<file path="src/rtl/mdu_pkg.sv">
// Shared types and constants for the multiply/divide unit.
package mdu_pkg;

  typedef enum logic [2:0] {IDLE, PREP, ITER, FIX, DONE} mdu_state_t;

  typedef enum logic [1:0] {
    OP_MULT  = 2'b00,
    OP_MULTU = 2'b01,
    OP_DIV   = 2'b10,
    OP_DIVU  = 2'b11
  } mdu_op_t;

  localparam int MDU_ITERS = 32;

endpackage

</file>
<file path="src/rtl/cla_32_bit.sv">
// 32-bit carry-lookahead adder built from 4-bit lookahead groups.
module cla_32_bit (
  input  logic [31:0] a,
  input  logic [31:0] b,
  input  logic        cin,
  output logic [31:0] sum,
  output logic        cout
);

  logic [31:0] g;
  logic [31:0] p;
  logic [7:0]  grp_g;
  logic [7:0]  grp_p;
  logic [7:0]  grp_cin;

  assign g = a & b;
  assign p = a ^ b;

  genvar gi;
  generate
    for (gi = 0; gi < 8; gi++) begin : g_grp
      logic [3:0] gg;
      logic [3:0] pp;
      logic       c0;
      logic       c1;
      logic       c2;
      logic       c3;

      assign gg = g[4*gi +: 4];
      assign pp = p[4*gi +: 4];
      assign c0 = grp_cin[gi];
      assign c1 = gg[0] | (pp[0] & c0);
      assign c2 = gg[1] | (pp[1] & gg[0]) | (pp[1] & pp[0] & c0);
      assign c3 = gg[2] | (pp[2] & gg[1]) | (pp[2] & pp[1] & gg[0]) | (pp[2] & pp[1] & pp[0] & c0);
      assign sum[4*gi +: 4] = pp ^ {c3, c2, c1, c0};
      assign grp_g[gi] = gg[3] | (pp[3] & gg[2]) | (pp[3] & pp[2] & gg[1]) | (pp[3] & pp[2] & pp[1] & gg[0]);
      assign grp_p[gi] = &pp;
    end
  endgenerate

  // Group carries resolved in one process so no net feeds back into itself.
  always_comb begin
    logic carry;
    carry   = cin;
    grp_cin = '0;
    for (int i = 0; i < 8; i++) begin
      grp_cin[i] = carry;
      carry      = grp_g[i] | (grp_p[i] & carry);
    end
    cout = carry;
  end

endmodule

</file>
<file path="src/rtl/mult_div_unit.sv">
// Multi-cycle MULT/MULTU/DIV/DIVU unit owning HI/LO; one shared adder does
// shift-add multiply and restoring divide over 32 iterations.
module mult_div_unit
  import mdu_pkg::*;
#(
  parameter int WIDTH = 32,
  parameter int ITERS = MDU_ITERS
) (
  input  logic             clk,
  input  logic             rst,
  input  logic             start,
  input  logic [1:0]       op,
  input  logic [WIDTH-1:0] rs_val,
  input  logic [WIDTH-1:0] rt_val,
  input  logic             hi_we,
  input  logic             lo_we,
  input  logic [WIDTH-1:0] wdata,
  output logic             busy,
  output logic             done,
  output logic             div_by_zero,
  output logic [WIDTH-1:0] hi,
  output logic [WIDTH-1:0] lo
);

  localparam int CW = $clog2(ITERS);

  mdu_state_t         state_reg, state_next;
  mdu_op_t            op_reg;
  logic [WIDTH-1:0]   rs_reg, rt_reg;
  logic [WIDTH-1:0]   acc_reg, low_reg, dvsr_reg;
  logic [WIDTH-1:0]   acc_next, low_next;
  logic [CW-1:0]      cnt_reg;
  logic               neg_q_reg, neg_r_reg, dz_reg;
  logic [WIDTH-1:0]   hi_reg, lo_reg;
  logic [WIDTH-1:0]   rs_mag, rt_mag, hi_fix, lo_fix;
  logic [2*WIDTH-1:0] product, product_fix;
  logic               is_div, is_signed;
  logic [WIDTH-1:0]   cla_a, cla_b, cla_sum;
  logic               cla_cout;

  assign is_div    = op_reg[1];
  assign is_signed = ~op_reg[0];

  // Divide works on the remainder pre-shifted by one; the subtract is A + ~B + 1.
  assign cla_a = is_div ? {acc_reg[WIDTH-2:0], low_reg[WIDTH-1]} : acc_reg;
  assign cla_b = is_div ? ~dvsr_reg : dvsr_reg;

  cla_32_bit u_cla (
    .a    (cla_a),
    .b    (cla_b),
    .cin  (is_div),
    .sum  (cla_sum),
    .cout (cla_cout)
  );

  always_ff @(posedge clk) begin
    if (rst) state_reg <= IDLE;
    else     state_reg <= state_next;
  end

  always_comb begin
    state_next = state_reg;
    case (state_reg)
      IDLE:    if (start) state_next = PREP;
      PREP:    state_next = ITER;
      ITER:    if (cnt_reg == CW'(ITERS - 1)) state_next = FIX;
      FIX:     state_next = DONE;
      DONE:    state_next = IDLE;
      default: state_next = IDLE;
    endcase
  end

  always_comb begin
    busy        = (state_reg == PREP) || (state_reg == ITER) || (state_reg == FIX);
    done        = (state_reg == DONE);
    div_by_zero = (state_reg == DONE) && dz_reg;
  end

  always_comb begin
    rs_mag = (is_signed && rs_reg[WIDTH-1]) ? -rs_reg : rs_reg;
    rt_mag = (is_signed && rt_reg[WIDTH-1]) ? -rt_reg : rt_reg;
  end

  // Divide: a set shifted-out bit means the partial remainder already exceeds the divisor.
  always_comb begin
    if (is_div) begin
      if (acc_reg[WIDTH-1] || cla_cout) begin
        acc_next = cla_sum;
        low_next = {low_reg[WIDTH-2:0], 1'b1};
      end else begin
        acc_next = {acc_reg[WIDTH-2:0], low_reg[WIDTH-1]};
        low_next = {low_reg[WIDTH-2:0], 1'b0};
      end
    end else if (low_reg[0]) begin
      acc_next = {cla_cout, cla_sum[WIDTH-1:1]};
      low_next = {cla_sum[0], low_reg[WIDTH-1:1]};
    end else begin
      acc_next = {1'b0, acc_reg[WIDTH-1:1]};
      low_next = {acc_reg[0], low_reg[WIDTH-1:1]};
    end
  end

  always_comb begin
    product     = {acc_reg, low_reg};
    product_fix = neg_q_reg ? -product : product;
    if (!is_div) begin
      hi_fix = product_fix[2*WIDTH-1:WIDTH];
      lo_fix = product_fix[WIDTH-1:0];
    end else if (dz_reg) begin
      hi_fix = rs_reg;
      lo_fix = '1;
    end else begin
      hi_fix = neg_r_reg ? -acc_reg : acc_reg;
      lo_fix = neg_q_reg ? -low_reg : low_reg;
    end
  end

  always_ff @(posedge clk) begin
    if (rst) begin
      op_reg    <= OP_MULT;
      rs_reg    <= '0;
      rt_reg    <= '0;
      acc_reg   <= '0;
      low_reg   <= '0;
      dvsr_reg  <= '0;
      cnt_reg   <= '0;
      neg_q_reg <= 1'b0;
      neg_r_reg <= 1'b0;
      dz_reg    <= 1'b0;
      hi_reg    <= '0;
      lo_reg    <= '0;
    end else begin
      case (state_reg)
        IDLE: begin
          if (start) begin
            op_reg <= mdu_op_t'(op);
            rs_reg <= rs_val;
            rt_reg <= rt_val;
          end else begin
            if (hi_we) hi_reg <= wdata;
            if (lo_we) lo_reg <= wdata;
          end
        end
        PREP: begin
          acc_reg   <= '0;
          low_reg   <= is_div ? rs_mag : rt_mag;
          dvsr_reg  <= is_div ? rt_mag : rs_mag;
          cnt_reg   <= '0;
          neg_q_reg <= is_signed && (rs_reg[WIDTH-1] ^ rt_reg[WIDTH-1]);
          neg_r_reg <= is_signed && rs_reg[WIDTH-1];
          dz_reg    <= is_div && (rt_reg == '0);
        end
        ITER: begin
          acc_reg <= acc_next;
          low_reg <= low_next;
          cnt_reg <= cnt_reg + 1'b1;
        end
        FIX: begin
          hi_reg <= hi_fix;
          lo_reg <= lo_fix;
        end
        default: ;
      endcase
    end
  end

  assign hi = hi_reg;
  assign lo = lo_reg;

endmodule

</file>
<file path="config.mk">
export PLATFORM = sky130hd
export DESIGN_NAME = mult_div_unit
export DESIGN_NICKNAME = d
export VERILOG_FILES = /design/src/rtl/mdu_pkg.sv /design/src/rtl/cla_32_bit.sv /design/src/rtl/mult_div_unit.sv
export SDC_FILE = /design/constraint.sdc
export NUM_CORES = 1
export LEC_CHECK = 0
export ABC_CLOCK_PERIOD_IN_PS = 4600
export CORE_MARGIN = 3
export CORE_UTILIZATION = 30
export DETAILED_ROUTE_END_ITERATION = 7
export PLACE_DENSITY = 0.56
export SYNTH_ARGS = -nofsm -noshare
export SYNTH_HDL_FRONTEND = slang
export SYNTH_HIERARCHICAL = 1
export SYNTH_SLANG_ARGS = --single-unit
</file>
<file path="constraint.sdc">
create_clock -name clk -period 4.6 [get_ports clk]
set_input_delay 0.69 -clock clk [delete_from_list [all_inputs] [get_ports clk]]
set_output_delay 0.69 -clock clk [all_outputs]
set_load 0.01 [all_outputs]
</file>
[After elaboration in Yosys (flattened, before gate mapping)]
Cells that the tools add are included.
Word-level totals
  memories: 0
  memory bits (writable): 0
  output and inout bits: 67
  register bits after elaboration: 237
  word-level logic and storage cells: 297
  bits of input ports: 103
  latch bits: 0
  memory bits (read-only): 0
Cells by class
  equality and inequality tests: 10
  multiply operators: 0
  mux-type cells: 31
  magnitude comparators: 0
  add/subtract/negate cells: 6
  shift-type cells: 0
  bitwise operators: 213
  reduce and logical (&&, ||, !) cells: 24
  divide/modulo/power cells: 0
Operators by type and width (number)
  $mux W32: 21
  $pmux W32 S2: 4
  $neg A32 Y32: 4
  $and A1 B1 Y1: 120
  $or A1 B1 Y1: 80
  $mux W64: 1
  $neg A64 Y64: 1
  $and A32 B32 Y32: 1
  $logic_not A32 Y1: 1
  $not A32 Y32: 1
  $reduce_and A4 Y1: 8
  $xor A32 B32 Y32: 1
  $xor A4 B4 Y4: 8
  $pmux W3 S4: 1
  $ne A2 B2 Y1 const B: 5
  $pmux W5 S2: 1
  $eq A3 B2 Y1 const B: 2
  $mux W3: 2
  $reduce_and A3 Y1: 2
  $add A5 B1 Y5 const B: 1
  $eq A5 B5 Y1 const B: 1
  $logic_and A1 B1 Y1: 5
  $reduce_and A2 Y1: 2
  $reduce_bool A2 Y1: 2
  7 further kinds: 9

[Logic depth before layout (Yosys ltp)]
Gate-level depths: netlist of run 1.
  word-level depth: 26
  depth in mapped cells: 22
  gate-level depth less buffers: 17

[Hierarchy]
The synthesis of run 1 kept the hierarchy.
Modules (own cells, without submodules)
  mult_div_unit: sequential area each 4744.6 µm², area an instance 15852.7 µm², cells each 2147, times used 1
  cla_32_bit: sequential area each 0.0 µm², area an instance 1386.3 µm², cells each 162, times used 1

[Worst setup path after synthesis of run 1]
OpenSTA, ideal clock, no wires.
  kind: register -> register
  from: reg op_reg[1]
  to: reg acc_reg[10]
  library setup time: 0.065 ns
  period minus slack after synthesis: 4.724 ns
  path buffers: 7
  arrival time: 4.658 ns
  path slack: -0.124 ns
  cell stages (with the launch flop): 22
  data required time: 4.535 ns
  path through: dfxtp_1 -> clkbuf_1 -> buf_2 -> clkbuf_1 -> buf_1 -> buf_1 -> xor2_1 -> ha_1 -> buf_4 -> a21oi_1 -> a21boi_1 -> a211oi_2 -> o2111ai_2 -> a31oi_2 -> a31oi_2 -> a21o_1 -> nor2_1 -> clkbuf_1 -> nand2_1 -> a311oi_1 -> a21oi_1 -> nor2_1
Between the ends
  elaborated cells on any way between the ends: 111
  classes of those cells: 6 x mux; 96 x bitwise; 9 x reduce/logical
RTL lines
  start: declaration: line mult_div_unit.sv:28  | mdu_op_t op_reg;
  start signal: assignment: line mult_div_unit.sv:136  | op_reg <= mdu_op_t'(op);
  $mux W32 (*): line mult_div_unit.sv:46  | assign cla_b = is_div ? ~dvsr_reg : dvsr_reg;
  named net cla_b[18]: line mult_div_unit.sv:38  | logic [WIDTH-1:0] cla_a, cla_b, cla_sum;
  $and A32 B32 Y32 / $xor A32 B32 Y32 (equally long branches): line cla_32_bit.sv:16, cla_32_bit.sv:17
  $and A1 B1 Y1: line cla_32_bit.sv:36  | assign grp_g[gi] = gg[3] | (pp[3] & gg[2]) | (pp[3] & pp[2] & gg[1]) | (pp[3] & pp[2] & pp[1] & gg[0]);
  $or A1 B1 Y1 / $and A1 B1 Y1 (equally long branches) (2 in a row): line cla_32_bit.sv:36
  $or A1 B1 Y1: line cla_32_bit.sv:36
  $or A1 B1 Y1 (*): line cla_32_bit.sv:48  | carry = grp_g[i] | (grp_p[i] & carry);
  $and A1 B1 Y1 (*): line cla_32_bit.sv:48
  (+2 left out)
  $or A1 B1 Y1 (*): line cla_32_bit.sv:48
  $and A1 B1 Y1 (*): line cla_32_bit.sv:48
  $or A1 B1 Y1 (*): line cla_32_bit.sv:48
  named net cla_cout: line mult_div_unit.sv:39  | logic cla_cout;
  $logic_or A1 B1 Y1 (*): line mult_div_unit.sv:87  | if (acc_reg[WIDTH-1] || cla_cout) begin
  $mux W32 (*): line mult_div_unit.sv:87
  $mux W32 (*): line mult_div_unit.sv:86  | if (is_div) begin
  $pmux W32 S2 (*): line mult_div_unit.sv:133  | case (state_reg)
  end signal: assignment: line mult_div_unit.sv:154  | acc_reg <= acc_next;
  end: declaration: line mult_div_unit.sv:30  | logic [WIDTH-1:0] acc_reg, low_reg, dvsr_reg;
The timed path passes the listed nets; every way through them passes the cells marked *.
A chain may end at the register's enable or synchronous reset.

[Worst setup path after layout of run 1]
  from: reg op_reg[1]
  to: reg acc_reg[31]
Between the ends
  elaborated cells on any way between the ends: 106
  classes of those cells: 6 x mux; 91 x bitwise; 9 x reduce/logical
RTL lines
  $mux W32 (*): line mult_div_unit.sv:45  | assign cla_a = is_div ? {acc_reg[WIDTH-2:0], low_reg[WIDTH-1]} : acc_reg;
  named net cla_a[21]: line mult_div_unit.sv:38
  $and A32 B32 Y32 / $xor A32 B32 Y32 (equally long branches): line cla_32_bit.sv:16, cla_32_bit.sv:17
  $and A1 B1 Y1: line cla_32_bit.sv:36
  $or A1 B1 Y1 / $and A1 B1 Y1 (equally long branches): line cla_32_bit.sv:36
  $or A1 B1 Y1: line cla_32_bit.sv:36
  $or A1 B1 Y1 (*): line cla_32_bit.sv:48
  $and A1 B1 Y1 (*): line cla_32_bit.sv:48
  $or A1 B1 Y1 (*): line cla_32_bit.sv:48
  $and A1 B1 Y1 (*): line cla_32_bit.sv:48
  $or A1 B1 Y1 (*): line cla_32_bit.sv:48
  named net cla_cout: line mult_div_unit.sv:39
  $logic_or A1 B1 Y1: line mult_div_unit.sv:87
  $mux W32: line mult_div_unit.sv:87
  $mux W32 (*): line mult_div_unit.sv:86
  $pmux W32 S2 (*): line mult_div_unit.sv:133
Marked as above.

==> reports/qor.yml, run 1 <==
root_buffer: "clkbuf_16"
yosys-top-cells-area: "dfxtp_1, nand2_1, a21oi_1, xnor2_1, clkbuf_1"
crit_buf_inv: 3
yosysWarnings: 6
fin_ws_ns: 0.316
tightest_slew_ns: 1.24
synth.most_common_cell: "nand2_1"
fin_cells: 3149
synth_edf_count: 0
grt_pass1_wl_um: 113000
clock_sinks: 237
wl_per_cell_um: 24.3
path_cells: "buf_12 -> buf_4 -> mux2_2 -> ha_1 -> a21oi_1 -> o21ai_0 -> nor2_1 -> o2111ai_2 -> a31oi_2 -> a31oi_2 -> a21o_1 -> nor2_2 -> buf_4 -> mux2i_1 -> o21ai_0 -> a22oi_1 -> nor2_1"
worstSetupStartpointType: "register"
dr.pass1.iters: 6
crit_type: "reg -> reg"
p_total_mw: 6.70
yosysSeqAreaShare_pct: 27.5
num_rows: 87
grt_start_max_net_pins: 100
drive_gt1_share_pct: 8.95
die_w_um: 246
core_region_area_um2: 56600
clk_path_buf_depth: 3
p_leak_nw: 7.82
cts.clk_slew.worst_paths_ns: 0.07
cts.htree.levels: 1
dieArea_um2: 60400
ys_ff_latch: 237
hpwl_um: 58100
synth_cells: 2309
cp.arrival_ns: 4.71
globalRouteOverflowTotal: 0
num_vias: 18597
finalCritPeriodShare_pct: 93.1
max_freq_mhz: 233
ant_nets: 0
area_delta_synth_final_pct: 20.2
place_ws_ns: 0.366
cts_tree: "built"
grt_pass1_vias: 17469
post_cts.repair.setup_buffers: 0
power.density_nw_per_um2: 323
fin_crit_ns: 4.28
hold_violations: 0
tns_ns: 0
status: "finished, final reports clean"
crit_required_ns: 5.03
cts_resized: 0
synth_ff_type: "dfxtp_1"
num-nets-final: 2519
syn_area_um2: 17200
io_buffers: 169
io_pins: 170
drc: 0
crit_path_max_fanout: 43
synth_common_cells: "nand2_1, dfxtp_1, a21oi_1"
synth_fp_nets: 2458
worstSkewPairLatency_ns: 0.60
maxCapViolCount: 0
dieHeight_um: 246
report.final.setup_viol: 0
routabilityCongestion: 0.952
synth_cell_type_count: 95
initialDrtViolationCount: 1763
fin_worst_skew_ns: 0.0288
relSlewSlack_pct: 17.0
yosys.area.top_type: "dfxtp_1"
grt_antenna_before_repair: 2
syn_area_per_cell_um2: 7.47
crit_family: "compound AO/OA/AOI/OAI gates"
drv_slew: 0
ir_drop_v: 0.000236
cts_buffers: 28
drt-vias-per-instance: 5.91
rsz0062_at_grt: "no"
netlist.area_leader.share_pct: 27.5
grt_use_total_pct: 24.4
cpPeakStageDelay_ns: 0.68
hold_buffers: 0
worstSetupEndpointType: "register"
synthArstFlopShare_pct: 0
initial_core_util_pct: 30.5
crit_path_top_delay_cell: "dfxtp_4"
place_inst: 3096
wl_um: 76600
holdCritPathClass: "reg -> reg"
[final cells by class]
class | instances | area [µm²]
fillers | 5990 | 35900
clock buffers | 35 | 757
diodes | 2 | 5.00
flip-flops and latches | 237 | 4750
inverters | 29 | 109
multi-input cells | 1826 | 11600
clock inverters | 16 | 264
well taps | 756 | 946
repair buffers | 248 | 2310
[per-stage QoR]
step	hold WS, ns	utilization, %	area, µm²
final	0.454	36.6	20700
after global routing	0.473	36.6	20700
after CTS	0.456	36.6	20700
after detailed placement	0.447	34.8	19700
after global placement	0.444	34.8	19700
after floorplan	0.443	-	17200
[report_power, final]
| part | switching [mW] | internal, mW | total [mW] |
|---|---|---|---|
| Clock | 0.989 | 1.51 | 2.50 |
| Sequential | 0.193 | 2.16 | 2.36 |
| Combinational | 1.17 | 0.676 | 1.85 |
| Total | 2.36 | 4.35 | 6.70 |
[tightest hold or removal path, cell delays in order (launching register included)]
cell	delay, ns
dfxtp_1	0.31
nand2_1	0.05
a21oi_1	0.05
[path summary, 6_finish.rpt]
check	from	slack, ns	cells past startpoint	end
hold / removal	lo[2]	0.45	2	lo[2]
setup reg to reg	op_reg[1]	0.32	17	acc_reg[31]
setup / recovery	op_reg[1]	0.32	17	acc_reg[31]
hold reg to reg	lo[2]	0.45	2	lo[2]
[per-layer routing]
layer,GRT usage [%],wire (µm),up-vias
met2,37.8,33400,977
met3,5.19,7400,136
met1,33.9,33200,8894
met5,0,0,-
li1,-,-,8590
met4,7.28,2580,0
[cell families after synthesis]
family	share of synthesized area, %
AOI/OAI and AO/OA	27.9
xor gates and xnor gates	8.23
adders and majority gates	3.69
buffers and inverters	5.44
DFF	27.5
muxes	4.99
and+or+nand+nor	22.2
[placed cells by master (no fill, tap or decap), drive strengths merged, types with 32 or more instances in the layout]
| master | count |
|---|---|
| nand2 | 338 |
| dfxtp | 237 |
| a21oi | 232 |
| nor2 | 183 |
| clkdlybuf4s50 | 168 |
| o21ai | 131 |
| xnor2 | 87 |
| buf | 80 |
| xor2 | 75 |
| nor3 | 50 |
| a211oi | 45 |
| mux2i | 41 |
| mux2 | 38 |
| ha | 38 |
| a311oi | 37 |
| nand3 | 36 |
| nor4 | 36 |
| clkbuf | 35 |
| o221ai | 34 |
| nor2b | 32 |
Note: power is estimated with default switching activity, not from simulation.
==> run 2: changes to the inputs <==
SLEW_MARGIN = 20   (was unset)
==> reports/qor.yml, run 2 (same netlist as run 1, synthesis figures left out) <==
status: "finished, final reports clean"
drt-vias-per-instance: 5.90
hold_depth: 2
power_switching_mw: 2.36
crit_required_ns: 5.03
worstHoldStart: "lo[3]"
hpwl_um: 58200
num-nets-final: 2520
drive_gt1_share_pct: 9.08
fin_ws_ns: 0.276
dr.pass1.iters: 6
ir_drop_v: 0.000316
wl_um: 76800
cts_buffers: 29
maxCapViolCount: 0
die_w_um: 246
worstSkewPairLatency_ns: 0.60
crit_path_max_fanout: 43
num_vias: 18574
grt_pass1_wl_um: 114000
cts_tree: "built"
io_pins: 170
grt_start_max_net_pins: 100
core_region_area_um2: 56600
grt_use_met2_pct: 38.3
post_cts.repair.setup_buffers: 0
globalRouteMet1Util_pct: 33.9
hold_path_end: "lo[3]"
clock_sinks: 237
cts.htree.levels: 1
place_ws_ns: 0.374
final_common_cell: "nand2_1"
area_delta_synth_final_pct: 20.5
routabilityCongestion: 0.952
pwr-share-clk_pct: 38.3
worstSetupEndpointType: "register"
relSlewSlack_pct: 16.5
r2r_end: "low_reg[0]"
worstSetupStartpointType: "register"
crit_type: "reg -> reg"
power.density_nw_per_um2: 328
fin_worst_skew_ns: 0.0226
root_buffer: "clkbuf_16"
drc: 0
cts.clk_slew.worst_paths_ns: 0.06
r2r-start: "op_reg[1]"
clk_path_buf_depth: 3
busiest_layer: "met2"
grt_antenna_before_repair: 2
wl_per_cell_um: 24.4
hold_ws_ns: 0.455
p_total_mw: 6.82
p_int_mw: 4.46
cts_resized: 0
initialDrtViolationCount: 1983
initial_core_util_pct: 30.5
ant_nets: 0
finalCritPeriodShare_pct: 94.0
swShare_pct: 34.6
tightest_slew_ns: 1.24
num_rows: 87
rrSetupSlack_ns: 0.28
io_buffers: 169
report.final.setup_viol: 0
tns_ns: 0
rsz0062_at_grt: "no"
dieHeight_um: 246
dieArea_um2: 60400
power_frac_seq_pct: 34.6
grt_use_total_pct: 24.4
reg2reg_depth: 17
max_freq_mhz: 231
cp.arrival_ns: 4.75
holdCritPathClass: "reg -> reg"
layout_common_cells: "nand2_1, dfxtp_1, a21oi_1"
hold_buffers: 0
hold_violations: 0
globalRouteOverflowTotal: 0
grt_pass1_vias: 17456
combPwrFrac_pct: 27.2
drv_slew: 0
p_leak_nw: 7.85
fin_crit_ns: 4.32
grtUsageMet3_pct: 5.31
run 2: final cells by class:
class / count / area, µm²
Antenna cell: 1 / 2.50
Clock buffer: 35 / 798
Inverter: 29 / 109
Clock inverter: 15 / 269
Timing Repair Buffer: 248 / 2310
Tap cell: 756 / 946
Sequential cell: 237 / 4750
Multi-Input combinational cell: 1826 / 11600
Fill cell: 5989 / 35800
run 2: power groups by stage:
| stage | logic [mW] | clock network [mW] | registers (mW) |
|---|---|---|---|
| 2_1_floorplan | 1.15 | 0 | 2.30 |
| 3_3_place_gp | 1.79 | 0 | 2.39 |
| 3_5_place_dp | 1.80 | 0 | 2.39 |
| 4_1_cts | 1.81 | 2.66 | 2.35 |
| 5_1_grt | 1.97 | 2.74 | 2.37 |
| 6_report | 1.85 | 2.61 | 2.36 |
run 2: critical path: stages, from the launching register on:
cell,delay (ns)
dfxtp_4,0.70
buf_12,0.25
buf_4,0.21
mux2_2,0.35
ha_1,0.34
a21oi_1,0.19
o21ai_0,0.15
nor2_1,0.20
o2111ai_2,0.19
a31oi_2,0.31
a31oi_2,0.16
a21o_1,0.22
nor2_2,0.10
buf_4,0.27
mux4_2,0.27
nor2_1,0.04
a21oi_1,0.13
nor2_1,0.05
run 2: per-layer routing:
metal  share of wire, %  vias to the layer above
li1                   -                     8581
met1                 44                     8952
met2                 44                      906
met3                9.2                      135
met4                3.0                        0
met5                  0                        -
run 2: stage by stage:
| stage | util (%) | std cells | cell area (µm²) |
|---|---|---|---|
| floorplan | - | 2309 | 17200 |
| global placement | 34.8 | 3096 | 19700 |
| detailed placement | 34.8 | 3096 | 19700 |
| CTS | 36.7 | 3146 | 20800 |
| global route | 36.7 | 3146 | 20800 |
| finish | 36.7 | 3147 | 20800 |
run 2: worst max-delay path by stage:
| stage | startpoint | end | slack [ns] |
|---|---|---|---|
| 2_1_floorplan | op_reg[1] | acc_reg[12] | 0.02 |
| 3_3_place_gp | op_reg[1] | low_reg[0] | 0.44 |
| 3_5_place_dp | op_reg[1] | low_reg[0] | 0.37 |
| 4_1_cts | op_reg[1] | low_reg[0] | 0.34 |
| 5_1_grt | op_reg[1] | acc_reg[31] | 0.07 |
| 6_report | op_reg[1] | low_reg[0] | 0.28 |
==> RTL edit (flow settings as in run 2) <==
Add an input register stage for `rs_val`; this delays it by one clock. The other inputs are not delayed to match.
--- a/src/rtl/mult_div_unit.sv
+++ b/src/rtl/mult_div_unit.sv
@@ -24,4 +24,10 @@
 
   localparam int CW = $clog2(ITERS);
+
+  logic [WIDTH-1:0] rs_val_q;
+
+  always_ff @(posedge clk) begin
+    rs_val_q <= rs_val;
+  end
 
   mdu_state_t         state_reg, state_next;
@@ -135,5 +141,5 @@
           if (start) begin
             op_reg <= mdu_op_t'(op);
-            rs_reg <= rs_val;
+            rs_reg <= rs_val_q;
             rt_reg <= rt_val;
           end else begin
Function: same outputs for any inputs over 4 cycles, from zero or initial values and one cycle with rst high; that may be too few to reach the edited logic, so the function may still have changed.
==> RTL edit against run 2 <==
  * Design area grew 3.5%
  * Sequential share of layout area grew 2.2 points
  * Core utilization shrank 0.40 points
  * Cell count grew 1.3%
  * Critical endpoint is now acc_reg[25]$_SDFFE_PP0P_
  * Wire length grew 1.7%
  * Die area grew 4.3%
  * Critical path type unchanged
  * Power grew 6.7%
  * Fmax grew 5.0%
  * Sequential power grew 12%
  * Sequential cell count grew 32
  * Setup slack gained 210 ps
  * Area after synthesis grew 4.4%
==> RTL edit: results (changes against run 2) <==
Run status
  – Status: completed (unchanged)

Min path
  – Hold Path Class: reg -> reg (unchanged)

Pwr
  – Peak VDD IR: 0.284 mV (was 0.316 mV)
  – Leak Pwr: 8.03 nW (was 7.85 nW)

STA
  – Layout Skew: 20.6 ps (was 22.6 ps)
  – Slew margin rel.: 32.0% (was 16.5%)

Synthesis
  – Synth top cells by count: 334 x nand2_1, 269 x dfxtp_1, 238 x a21oi_1 (was 337 x nand2_1, 237 x dfxtp_1, 228 x a21oi_1)
  – Ys async rst share: 0% (unchanged)
  – Synth warn: 6 (unchanged)
  – Area contributors post-synth: dfxtp_1 30%, nand2_1 7.0%, a21oi_1 6.6% (was dfxtp_1 28%, nand2_1 7.3%, a21oi_1 6.6%)
  – Sequential-to-total area share from yosys stat: 29.9% (was 27.5%)
  – Count of different cell masters after synthesis: 92 (was 95)

Finish
  – Antenna diodes: 0 (was 1)
  – Fill cells: 6246 (was 5989)
  – Layout cells sized above 1: 8.74% (was 9.08%)
  – Final net count: 2541 (was 2520)

Global route
  – GRT Total Usage: 23.9% (was 24.4%)
  – First-pass GRT wire length: 115000 um (was 114000 um)
  – Number of global-route vias before repair: 17.6k (was 17.5k)
  – Largest net degree at the start of global routing: 209 (was 100)
  – Initial antenna violation count: 1 (was 2)

Critical path
  – WP data arrival: 4600 ps (was 4750 ps)
  – Critical-path maximum fanout: 24 (was 43)
  – Crit path max-delay family: compound AO/OA/AOI/OAI gates (unchanged)
  – CP peak stage delay: 590 ps (was 700 ps)
  – Slowest-stage cell, CP: dfxtp_4 (unchanged)

Routing
  – WL final: 78100 um (was 76800 um)
  – DR pass1 iterations: 5 (was 6)
  – 1st-iter DRT viols: 2160 (was 1983)
  – Vias: 18.8k (was 18.6k)

Placed design
  – Placement Setup Slack: 390 ps (was 374 ps)
  – Number of buffers added on ports: 169 (unchanged)
  – RD Place Congestion: 0.960 (was 0.952)
  – Hpwl dp: 58000 um (was 58200 um)

Clocking
  – Clock latency on the worst-skew pair: 560 ps (was 600 ps)
  – CTS root buf: clkbuf_16 (unchanged)
  – Gates resized, CTS repair: 0 (unchanged)
  – Worst-path clk slew: 60 ps (about the same)
  – Htree depth: 2 (was 1)
  – Max Root-Sink Buffers: 3 (unchanged)
  – TritonCTS Buffers: 34 (was 29)

Floorplan
  – Die W: 251 um (was 246 um)
## RTL edit: worst register-to-register path, cell delays in order, from the launching register on
cell and delay (ps):
dfxtp_4 590, buf_4 260, mux2_2 350, ha_1 350
a21oi_1 210, o21ai_0 130, a211oi_2 300, o2111ai_2 210
a31oi_2 330, a31oi_2 160, a21o_1 220, nor2_2 100
buf_4 290, nand2_1 100, a311oi_1 290, a21oi_1 70
nor2_1 110
## RTL edit: worst paths after layout
path / cells after the start / to / slack, ps / start
setup / recovery: 16 / acc_reg[25]$_SDFFE_PP0P_ / 480 / op_reg[1]$_SDFFE_PP0P_
hold / removal: 2 / rs_reg[12]$_SDFFE_PP0P_ / 430 / rs_val_q[12]$_DFF_P_
setup reg to reg: 16 / acc_reg[25]$_SDFFE_PP0P_ / 480 / op_reg[1]$_SDFFE_PP0P_
hold reg to reg: 2 / rs_reg[12]$_SDFFE_PP0P_ / 430 / rs_val_q[12]$_DFF_P_
## RTL edit: layer usage
layer  GRT usage, %  vias up  part of all wire [%]
met5              0        -                     0
met4           9.58        0                   4.1
met3           3.67      145                   7.3
met2           37.2      833                    44
met1           33.1     9165                    44
li1               -     8630                     -
## RTL edit: cells by family after synthesis
group,Yosys count,synth area share (%)
and+or+nand+nor,813,21.8
AOI/OAI and AO/OA,707,25.8
DFF,269,29.9
buffers and inverters,257,5.57
xor gates and xnor gates,163,7.93
muxes,92,5.44
adders and majority gates,46,3.53
## RTL edit: final cells by class
type / instances / area [sq um] / area share, %
tap: 773 / 967 / 4.50
sequential: 269 / 5390 / 25.1
inverter: 33 / 124 / 0.576
clock inverter: 12 / 194 / 0.902
timing repair buffer: 233 / 2220 / 10.3
clock buffer: 47 / 960 / 4.46
multi-input combinational: 1821 / 11600 / 54.2
## RTL edit: what timing repair did
| item | 4_1_cts | 5_1_grt |
|---|---|---|
| buffers inserted | 0 | 1 |
| endpoints found under the hold margin | 0 | 0 |
| setup endpoints to repair | 0 | 8 |
## RTL edit: metrics by stage
step                      area (sq um)  hold WS [ps]  util [%]  cells
after global routing             21500           443      36.3   3188
after floorplan                  18000           417         -   2347
after global placement           20300           423      34.3   3128
final                            21500           431      36.3   3188
after CTS                        21500           435      36.3   3187
after detailed placement         20300           426      34.3   3128
## RTL edit: where the power goes
part	total (mW)	switching [mW]	internal (mW)
logic	1.78	1.13	0.659
registers	2.65	0.194	2.45
clock network	2.85	1.15	1.70
